==> config.mk <==
export PLATFORM = sky130hd
export DESIGN_NAME = vga_timing_gen_flat
export DESIGN_NICKNAME = d
export VERILOG_FILES = /design/src/rtl/vga_timing_gen_if.sv /design/src/rtl/vga_timing_gen.sv /design/src/flat_wrapper.sv
export SDC_FILE = /design/constraint.sdc
export NUM_CORES = 1
export LEC_CHECK = 0
export ABC_AREA = 1
export BUFFER_PORTS_ARGS = -buffer_cell sky130_fd_sc_hd__buf_2
export CAP_MARGIN = 30
export CORE_MARGIN = 2
export CORE_UTILIZATION = 55
export CTS_CLUSTER_SIZE = 14
export DETAILED_ROUTE_END_ITERATION = 10
export PLACE_DENSITY = 0.78
export SLEW_MARGIN = 20
export SYNTH_ARGS = -nofsm -noshare
export SYNTH_HDL_FRONTEND = slang
export SYNTH_SLANG_ARGS = --single-unit
==> constraint.sdc <==
create_clock -name clk -period 1.8 [get_ports clk]
set_clock_uncertainty 0.05 [all_clocks]
set_input_delay 0.18 -clock clk [delete_from_list [all_inputs] [get_ports clk]]
set_output_delay 0.18 -clock clk [all_outputs]
set_load 0.02 [all_outputs]
==> src/rtl/vga_timing_gen_if.sv <==
// vga_if: pixel-stream bundle carried from the timing generator through the draw stages
interface vga_if;
  logic [10:0] hcount;
  logic [10:0] vcount;
  logic        hsync;
  logic        vsync;
  logic        hblnk;
  logic        vblnk;
  logic [11:0] rgb;
  modport out (output hcount, vcount, hsync, vsync, hblnk, vblnk, rgb);
  modport in  (input  hcount, vcount, hsync, vsync, hblnk, vblnk, rgb);
endinterface

==> src/rtl/vga_timing_gen.sv <==
// vga_timing_gen: source of the vga_if stream, one pixel per enabled clock with line/frame strobes
module vga_timing_gen #(
  parameter int   H_ACTIVE = 800,
  parameter int   H_FP     = 40,
  parameter int   H_SYNC   = 128,
  parameter int   H_BP     = 88,
  parameter int   V_ACTIVE = 600,
  parameter int   V_FP     = 1,
  parameter int   V_SYNC   = 4,
  parameter int   V_BP     = 23,
  parameter logic HS_POL   = 1'b1,
  parameter logic VS_POL   = 1'b1
) (
  input  logic clk,
  input  logic rst,
  input  logic pix_en,
  vga_if.out   out,
  output logic line_start,
  output logic frame_start
);
  localparam int H_TOTAL = H_ACTIVE + H_FP + H_SYNC + H_BP;
  localparam int V_TOTAL = V_ACTIVE + V_FP + V_SYNC + V_BP;
  localparam logic [10:0] H_LAST   = 11'(H_TOTAL - 1);
  localparam logic [10:0] V_LAST   = 11'(V_TOTAL - 1);
  localparam logic [10:0] H_ACT    = 11'(H_ACTIVE);
  localparam logic [10:0] V_ACT    = 11'(V_ACTIVE);
  localparam logic [10:0] HS_START = 11'(H_ACTIVE + H_FP);
  localparam logic [10:0] HS_END   = 11'(H_ACTIVE + H_FP + H_SYNC);
  localparam logic [10:0] VS_START = 11'(V_ACTIVE + V_FP);
  localparam logic [10:0] VS_END   = 11'(V_ACTIVE + V_FP + V_SYNC);
  if (H_TOTAL > 2048 || V_TOTAL > 2048) begin : g_bad_total
    $error("vga_timing_gen: H_TOTAL and V_TOTAL must not exceed 2048");
  end
  // Position of the pixel the next enabled cycle will present; the registered
  // outputs are decoded from it so every field describes the same pixel.
  logic [10:0] px_h;
  logic [10:0] px_v;
  logic        h_last;
  logic        v_last;
  assign h_last  = px_h == H_LAST;
  assign v_last  = px_v == V_LAST;
  assign out.rgb = 12'h000;
  // Present the pending pixel and advance the raster on each enabled cycle; strobes drop when stalled.
  always_ff @(posedge clk) begin
    if (rst) begin
      px_h        <= '0;
      px_v        <= '0;
      out.hcount  <= '0;
      out.vcount  <= '0;
      out.hblnk   <= 1'b0;
      out.vblnk   <= 1'b0;
      out.hsync   <= ~HS_POL;
      out.vsync   <= ~VS_POL;
      line_start  <= 1'b0;
      frame_start <= 1'b0;
    end else begin
      line_start  <= pix_en && px_h == '0;
      frame_start <= pix_en && px_h == '0 && px_v == '0;
      if (pix_en) begin
        out.hcount <= px_h;
        out.vcount <= px_v;
        out.hblnk  <= px_h >= H_ACT;
        out.vblnk  <= px_v >= V_ACT;
        out.hsync  <= (px_h >= HS_START && px_h < HS_END) ? HS_POL : ~HS_POL;
        out.vsync  <= (px_v >= VS_START && px_v < VS_END) ? VS_POL : ~VS_POL;
        px_h       <= h_last ? '0 : px_h + 11'd1;
        px_v       <= h_last ? (v_last ? '0 : px_v + 11'd1) : px_v;
      end
    end
  end
endmodule

==> src/flat_wrapper.sv <==
// flat-port wrapper written by rule: the top's interface ports become plain ports
module vga_timing_gen_flat 
#(
  parameter int   H_ACTIVE = 800,
  parameter int   H_FP     = 40,
  parameter int   H_SYNC   = 128,
  parameter int   H_BP     = 88,
  parameter int   V_ACTIVE = 600,
  parameter int   V_FP     = 1,
  parameter int   V_SYNC   = 4,
  parameter int   V_BP     = 23,
  parameter logic HS_POL   = 1'b1,
  parameter logic VS_POL   = 1'b1
)
  (clk, rst, pix_en, line_start, frame_start, out_hcount, out_vcount, out_hsync, out_vsync, out_hblnk, out_vblnk, out_rgb);
  vga_if out_i ();
  input  logic clk;
  input  logic rst;
  input  logic pix_en;
  output logic line_start;
  output logic frame_start;
  output wire logic [$bits(out_i.hcount)-1:0] out_hcount;
  output wire logic [$bits(out_i.vcount)-1:0] out_vcount;
  output wire logic [$bits(out_i.hsync)-1:0] out_hsync;
  output wire logic [$bits(out_i.vsync)-1:0] out_vsync;
  output wire logic [$bits(out_i.hblnk)-1:0] out_hblnk;
  output wire logic [$bits(out_i.vblnk)-1:0] out_vblnk;
  output wire logic [$bits(out_i.rgb)-1:0] out_rgb;
  assign out_hcount = out_i.hcount;
  assign out_vcount = out_i.vcount;
  assign out_hsync = out_i.hsync;
  assign out_vsync = out_i.vsync;
  assign out_hblnk = out_i.hblnk;
  assign out_vblnk = out_i.vblnk;
  assign out_rgb = out_i.rgb;
  vga_timing_gen #(.H_ACTIVE(H_ACTIVE), .H_FP(H_FP), .H_SYNC(H_SYNC), .H_BP(H_BP), .V_ACTIVE(V_ACTIVE), .V_FP(V_FP), .V_SYNC(V_SYNC), .V_BP(V_BP), .HS_POL(HS_POL), .VS_POL(VS_POL)) u_core (.clk(clk), .rst(rst), .pix_en(pix_en), .out(out_i), .line_start(line_start), .frame_start(frame_start));
endmodule
---- Word-level counts from Yosys, hierarchy flattened ----
Cells that the tools add are included.
storage, ports and cells
  bits in registers ....................... 50
  bits in latches ......................... 0
  RAM bits ................................ 0
  ROM bits ................................ 0
  input port bits ......................... 3
  output and inout port bits .............. 40
  word-level logic and storage cells ...... 31
  memories ................................ 0
operators by class
  add/sub/neg operators ................... 2
  multipliers ............................. 0
  div/mod/pow operators ................... 0
  magnitude comparators ................... 6
  eq/ne operators ......................... 2
  shift-type cells ........................ 0
  muxes and demuxes ....................... 4
  bitwise logic cells ..................... 0
  reduce and logical (&&, ||, !) cells .... 7
operators with widths
  cell                                                          count
  >= comparator 11 x 10 -> 1 bit, second input constant         4
  adder 11 x 1 -> 11 bit, second input constant                 2
  logical NOT 11 bit                                            2
  less-than comparator 11 x 10 -> 1 bit, second input constant  2
  two-way mux 11 bit                                            2
  == test 11 x 10 -> 1 bit, second input constant               1
  == test 11 bit, second input constant                         1
  logical AND 1 bit                                             4
  two-way mux 1 bit                                             2
  AND reduction 2 bit                                           1

---- Logic depth before layout (Yosys ltp) ----
Gate-level depths: netlist (run 1).
  word-level depth ........................ 3
  depth in mapped cells ................... 9
  gate-level depth less buffers ........... 9

---- Worst setup path before layout (run 1) ----
OpenSTA, ideal clock, no wires.
  path kind ............................... reg2reg
  start ................................... register u_core.px_h[0]
  end ..................................... register u_core.px_v[5]
  setup time .............................. 0.109 ns
  data arrival time ....................... 1.216 ns
  required time ........................... 1.641 ns
  setup slack ............................. 0.425 ns
  cell stages (with the launch flop) ...... 9
  path buffers ............................ 0
  period minus slack after synthesis ...... 1.375 ns
  cells stage by stage .................... dfxtp_1 > ha_1 > nand3_4 > nor2_4 > nand3_4 > nand2_4 > nand3_1 > nand2_1 > inv_1
between the ends
  longest elaborated chain between the ends .. 2
RTL lines
  item                                  line                  text
  start: declaration                    vga_timing_gen.sv:36  logic [10:0] px_h;
  start signal: assignment              vga_timing_gen.sv:66  px_h <= h_last ? '0 : px_h + 11'd1;
  == test 11 bit                        vga_timing_gen.sv:40  assign h_last = px_h == H_LAST;
  AND reduction 2 bit (no source line)  n/a
  end signal: assignment                vga_timing_gen.sv:67  px_v <= h_last ? (v_last ? '0 : px_v + 11'd1) : px_v;
  end: declaration                      vga_timing_gen.sv:37  logic [10:0] px_v;
No other way between the ends.
A chain may end at the register's enable or synchronous reset.

---- Worst setup path after layout (run 1) ----
  start ................................... register u_core.px_h[1]
  end ..................................... register u_core.px_v[6]
The elaborated chain is that of the path after synthesis.

==> results.json, run 1 <==
{
  "ir_drop_v": 0.000412,
  "area_delta_synth_final_pct": 8.61,
  "worstPathRequired_ps": 1960,
  "clk_path_buf_depth": 2,
  "globalplace.congestion": 0.962,
  "wl_um": 5220,
  "grt_max_degree": 38,
  "synth_cell_types": 32,
  "total_power_uw": 1950,
  "cts-root-buf": "clkbuf_8",
  "hold_viol_final": 0,
  "synth_area_sq_mm": 0.00249,
  "ioPinCount": 43,
  "r2r_slack_ps": 220,
  "htree_levels": 2,
  "cap_violations": 0,
  "grt.total_usage_pct": 22.0,
  "diodes": 0,
  "hold_buffers": 0,
  "overflow": 0,
  "timing.hold.ws_ps": 149,
  "ant_nets": 0,
  "hold_path_end": "u_core.out.hcount[2]$_SDFFE_PP0P_",
  "holdPathStages": 3,
  "path_max_fanout": 6,
  "finalCritPeriodShare_pct": 87.8,
  "grt_pass1_wl_um": 9020,
  "startpoint_type": "flop",
  "final-max-slew-violation-count": 0,
  "setup_viol": 0,
  "path_clk_slew_ps": 80,
  "antenna_found_initial": 0,
  "wl_per_cell_um": 12.0,
  "worstSetupPathType": "flop to flop",
  "std_cell_rows": 24,
  "fin_ws_ps": 219,
  "drc": 0,
  "r2r_start": "u_core.px_h[1]$_SDFFE_PP0P_",
  "status": "complete, no violations",
  "cts_setup_buffers": 0,
  "nets": 391,
  "rsz0062_at_grt": "false",
  "drive_gt1_share_pct": 14.1,
  "portBuffers": 30,
  "syn_inst": 354,
  "leakagePower_uw": 0.00128,
  "worstHoldStart": "pix_en",
  "stdcell_count": 435,
  "first_iter_violations": 191,
  "worstRegToRegCells": 8,
  "ys_ff_latch": 50,
  "ys_seq_area_share_pct": 40.3,
  "firstDrtPassIters": 4,
  "fmax_ghz": 0.632,
  "clock_latency_ps": 310,
  "vias": 2218,
  "r2r_end": "u_core.px_v[6]$_SDFFE_PP0P_",
  "endpoint_kind": "flop",
  "cts_resized": 0,
  "syn_avg_cell_area_sq_um": 7.02,
  "dp_cells": 428,
  "die_w_um": 71.2,
  "dp_hpwl_um": 3830,
  "clock_sinks": 50,
  "vias_per_cell": 5.10,
  "cts_tree": "built",
  "dieArea_sq_mm": 0.00507,
  "hold_path.class": "input pin to flop",
  "ys_warn_count": 0,
  "grt_pass1_vias": 2010,
  "finalSetupTns_ps": 0,
  "powerDensity_mw_per_mm2": 722,
  "preCtsSetupSlack_ps": 264,
  "critPathArrivalTime_ps": 1740,
  "initial_utilization_pct": 57.1,
  "finalCriticalPeriod_ps": 1580,
  "cts_made_buffers": 5,
  "die_h_um": 71.2,
  "core_area_sq_mm": 0.00435
}
## layout make-up
class | instances | area [sq um]
inverters | 36 | 135
repair buffers | 34 | 180
well taps | 52 | 65.1
flip-flops and latches | 50 | 1000
fillers | 404 | 1650
multi-input cells | 256 | 1240
clock buffers | 7 | 76.3
## placed cells by master (no fill, tap or decap), types with 3 or more instances in the layout
master and instances:
dfxtp_1 50, nor2_1 37, inv_1 32, nand2_1 95, ha_1 5, nand4_1 3
a21oi_1 31, nor2_2 3, clkbuf_8 5, buf_2 30, nor3_1 6, conb_1 12
o21ai_0 22, buf_4 4, nand3_1 18, inv_2 4, xor2_1 3
## worst max-delay path, stage by stage (launching register included)
cell     delay (ps)
dfxtp_1         380
ha_1            260
nand3_4         120
nor2_4          190
nand3_4         130
inv_2           110
nand2_1          90
nor2_1          100
nor2_1           50
## report_power, final
| part | total [uW] | internal [uW] | switching (uW) |
|---|---|---|---|
| registers | 1150 | 1140 | 14.3 |
| logic | 187 | 53.8 | 134 |
| clock network | 611 | 268 | 343 |
| total | 1950 | 1460 | 491 |
## metal layers
metal | track usage (%) | vias up | wire (um)
li1 | - | 1169 | -
met1 | 30.7 | 970 | 2540
met2 | 34.0 | 69 | 2260
met3 | 3.09 | 10 | 312
met4 | 9.64 | 0 | 107
met5 | 0 | - | 0
## state kept, by name, summed over array words and instances, names as in the netlist
signal,flops
u_core.frame_start,1
u_core.line_start,1
u_core.out.hblnk,1
u_core.out.hcount,11
u_core.out.hsync,1
u_core.out.vblnk,1
u_core.out.vcount,11
u_core.out.vsync,1
u_core.px_h,11
u_core.px_v,11
## cell families (layout without fill, tap and decap cells)
group	count (synthesis)	after routing	synth area share (%)
other	1	12	0.151
adder cells (fa/ha/maj)	5	5	2.52
AO/OA/AOI/OAI	60	60	12.7
AND/OR/NAND/NOR	176	176	31.9
XOR/XNOR	3	3	1.06
buffers and inverters	59	77	11.4
flip-flops	50	50	40.3
## stage by stage
step,util [%],cell area (sq um)
finish,62.0,2700
global placement,60.3,2620
detailed placement,60.3,2620
floorplan,-,2530
CTS,62.0,2700
global route,62.0,2700
## worst max path at each step
stage | from | cells past startpoint | endpoint | slack [ps]
after floorplan | u_core.px_h[0]$_SDFFE_PP0P_ | 8 | u_core.px_v[5]$_SDFFE_PP0P_ | 430
after global placement | u_core.px_h[1]$_SDFFE_PP0P_ | 8 | u_core.px_v[6]$_SDFFE_PP0P_ | 280
after detailed placement | u_core.px_h[1]$_SDFFE_PP0P_ | 8 | u_core.px_v[7]$_SDFFE_PP0P_ | 260
after CTS | u_core.px_h[1]$_SDFFE_PP0P_ | 8 | u_core.px_v[7]$_SDFFE_PP0P_ | 230
after global routing | u_core.px_h[0]$_SDFFE_PP0P_ | 8 | u_core.px_v[5]$_SDFFE_PP0P_ | 110
final | u_core.px_h[1]$_SDFFE_PP0P_ | 8 | u_core.px_v[6]$_SDFFE_PP0P_ | 220
## synth_stat cells
cell	n	area, sq um
nand3_4	2	35.0
dfxtp_1	50	1000
inv_2	4	15.0
clkbuf_1	4	15.0
conb_1	1	3.75
nand3_1	18	90.1
and3_1	1	6.26
a21oi_1	31	155
nor2_4	2	22.5
nand2_1	95	357
inv_1	32	120
nor2_2	3	18.8
nor3_2	1	10.0
nand4_1	3	18.8
o211ai_1	2	15.0
nand3b_1	2	15.0
nor3_1	6	30.0
ha_1	5	62.6
buf_6	1	11.3
nand4_2	1	12.5
nand2_2	1	6.26
xor2_1	3	26.3
o211a_1	2	20.0
nor3b_1	1	7.51
a31oi_1	1	6.26
nor4_1	2	12.5
o21ai_1	2	10.0
o21ai_0	22	110
nor2_1	37	139
buf_2	5	25.0
buf_4	13	97.6
nand2_4	1	11.3
No activity file was read; power rests on OpenSTA's default activity.
==> run 2, diff against run 1 <==
--- a/config.mk
+++ b/config.mk
@@ -12,6 +12,7 @@
 export CORE_UTILIZATION = 55
 export CTS_CLUSTER_SIZE = 14
 export DETAILED_ROUTE_END_ITERATION = 10
+export MAX_ROUTING_LAYER = met4
 export PLACE_DENSITY = 0.78
 export SLEW_MARGIN = 20
 export SYNTH_ARGS = -nofsm -noshare
==> run 2 against run 1 <==
Combinational power about the same; hold slack improved by 9.0 ps; sequential power hardly changed; global-route usage rose by 0.78 points; wire length up 3.4%; clock-buffer cell count fell by 1; non-clock buffer count is the same; utilization rose by 0.83 points; die area unchanged; critical endpoint unchanged; largest cell class unchanged; largest power group unchanged.
==> results.json, run 2 (synthesis results as in run 1) <==
{
  "drive_gt1_share_pct": 14.6,
  "worstPathRequired_ps": 1950,
  "status": "complete, no violations",
  "finalCriticalPeriod_ps": 1610,
  "setup_viol": 0,
  "core_area_sq_mm": 0.00435,
  "leakagePower_uw": 0.00130,
  "finalSetupTns_ps": 0,
  "first_iter_violations": 154,
  "htree_levels": 2,
  "grt_pass1_wl_um": 8980,
  "hold_viol_final": 0,
  "dp_cells": 428,
  "grt_max_degree": 32,
  "hold_path.class": "input pin to flop",
  "clock_latency_ps": 310,
  "clk_path_buf_depth": 2,
  "critical_path_buf_inv_count": 1,
  "finalCritPeriodShare_pct": 89.3,
  "initial_utilization_pct": 57.1,
  "cts_resized": 0,
  "dp_hpwl_um": 3900,
  "grt.total_usage_pct": 22.8,
  "wl_um": 5390,
  "die_w_um": 71.2,
  "overflow": 0,
  "powerDensity_mw_per_mm2": 787,
  "antenna_found_initial": 0,
  "grt_pass1_vias": 1940,
  "clock_sinks": 50,
  "cts-root-buf": "clkbuf_8",
  "cts_tree": "built",
  "std_cell_rows": 24,
  "vias_per_cell": 5.23,
  "final_common_cell": "nand2_1",
  "critPathArrivalTime_ps": 1760,
  "stdcell_count": 435,
  "wl_per_cell_um": 12.4,
  "endpoint_kind": "flop",
  "diodes": 0,
  "path_max_fanout": 6,
  "drc": 0,
  "cts_made_buffers": 5,
  "die_h_um": 71.2,
  "final-max-slew-violation-count": 0,
  "vias": 2273,
  "startpoint_type": "flop",
  "dieArea_sq_mm": 0.00507,
  "critical-path-slowest-cell": "dfxtp_1",
  "fmax_ghz": 0.622,
  "crit_chain": "ha_1 > nand3_4 > nor2_4 > nand3_4 > inv_2 > nand2_1 > nor2_1 > nor2_1",
  "cts_setup_buffers": 0,
  "timing.hold.ws_ps": 158,
  "worstSetupPathType": "flop to flop",
  "path_clk_slew_ps": 80,
  "slowest_delay_ps": 380,
  "rsz0062_at_grt": "false",
  "cp_top_family": "simple AND/OR/NAND/NOR gates",
  "ioPinCount": 43,
  "area_delta_synth_final_pct": 10.1,
  "globalplace.congestion": 0.905,
  "final_cell_mix": "nand2_1, dfxtp_1, nor2_1",
  "hold_buffers": 0,
  "firstDrtPassIters": 4,
  "portBuffers": 30,
  "ir_drop_v": 0.000463,
  "cap_violations": 0,
  "ant_nets": 0,
  "nets": 391
}
-- run 2: cell count changes in the layout (fill, tap and decap cells not counted) --
cell       change
bufinv_16      +1
clkbuf_8       +1
clkbuf_1       -2
-- run 2: layout make-up --
| class | count | area, sq um |
|---|---|---|
| multi-input cells | 256 | 1240 |
| flip-flops and latches | 50 | 1000 |
| clock inverters | 1 | 30.0 |
| repair buffers | 34 | 180 |
| clock buffers | 6 | 82.6 |
| inverters | 36 | 135 |
| well taps | 52 | 65.1 |
| fillers | 419 | 1620 |
-- run 2: metrics by stage --
| step | power, uW | utilization (%) | instance area (sq um) | worst slack (ps) |
|---|---|---|---|---|
| after floorplan | 1330 | - | 2530 | 425 |
| after global placement | 1360 | 60.3 | 2620 | 230 |
| after detailed placement | 1360 | 60.3 | 2620 | 232 |
| after CTS | 2160 | 62.8 | 2740 | 204 |
| after global routing | 2220 | 62.8 | 2740 | 108 |
| final | 2150 | 62.8 | 2740 | 192 |
-- run 2: metal layers --
layer / vias up / track usage, % / wire, um
met5: - / - / 0
li1: 1168 / - / -
met2: 79 / 33.2 / 2310
met3: 10 / 4.22 / 307
met4: 0 / 6.50 / 73
met1: 1016 / 32.4 / 2700
-- run 2: worst register-to-register path, delay by kind of cell (launching register included) --
family	cells	cell delay (ps)
adders and majority gates	1	260
buffers and inverters	1	100
DFF	1	380
and+or+nand+nor	6	710
-- run 2: worst paths after layout --
kind / start / end / slack, ps / cells past startpoint
worst max register to register: u_core.px_h[0]$_SDFFE_PP0P_ / u_core.px_v[6]$_SDFFE_PP0P_ / 190 / 8
worst max-delay path: u_core.px_h[0]$_SDFFE_PP0P_ / u_core.px_v[6]$_SDFFE_PP0P_ / 190 / 8
worst min register to register: u_core.out.hcount[0]$_SDFFE_PP0P_ / u_core.out.hcount[0]$_SDFFE_PP0P_ / 420 / 2
worst min-delay path: pix_en / u_core.out.hcount[2]$_SDFFE_PP0P_ / 160 / 3
-- run 2: where the power goes --
group	internal [uW]	total [uW]	switching [uW]
clock	445	814	369
combinational	53.5	187	134
sequential	1140	1150	14.8
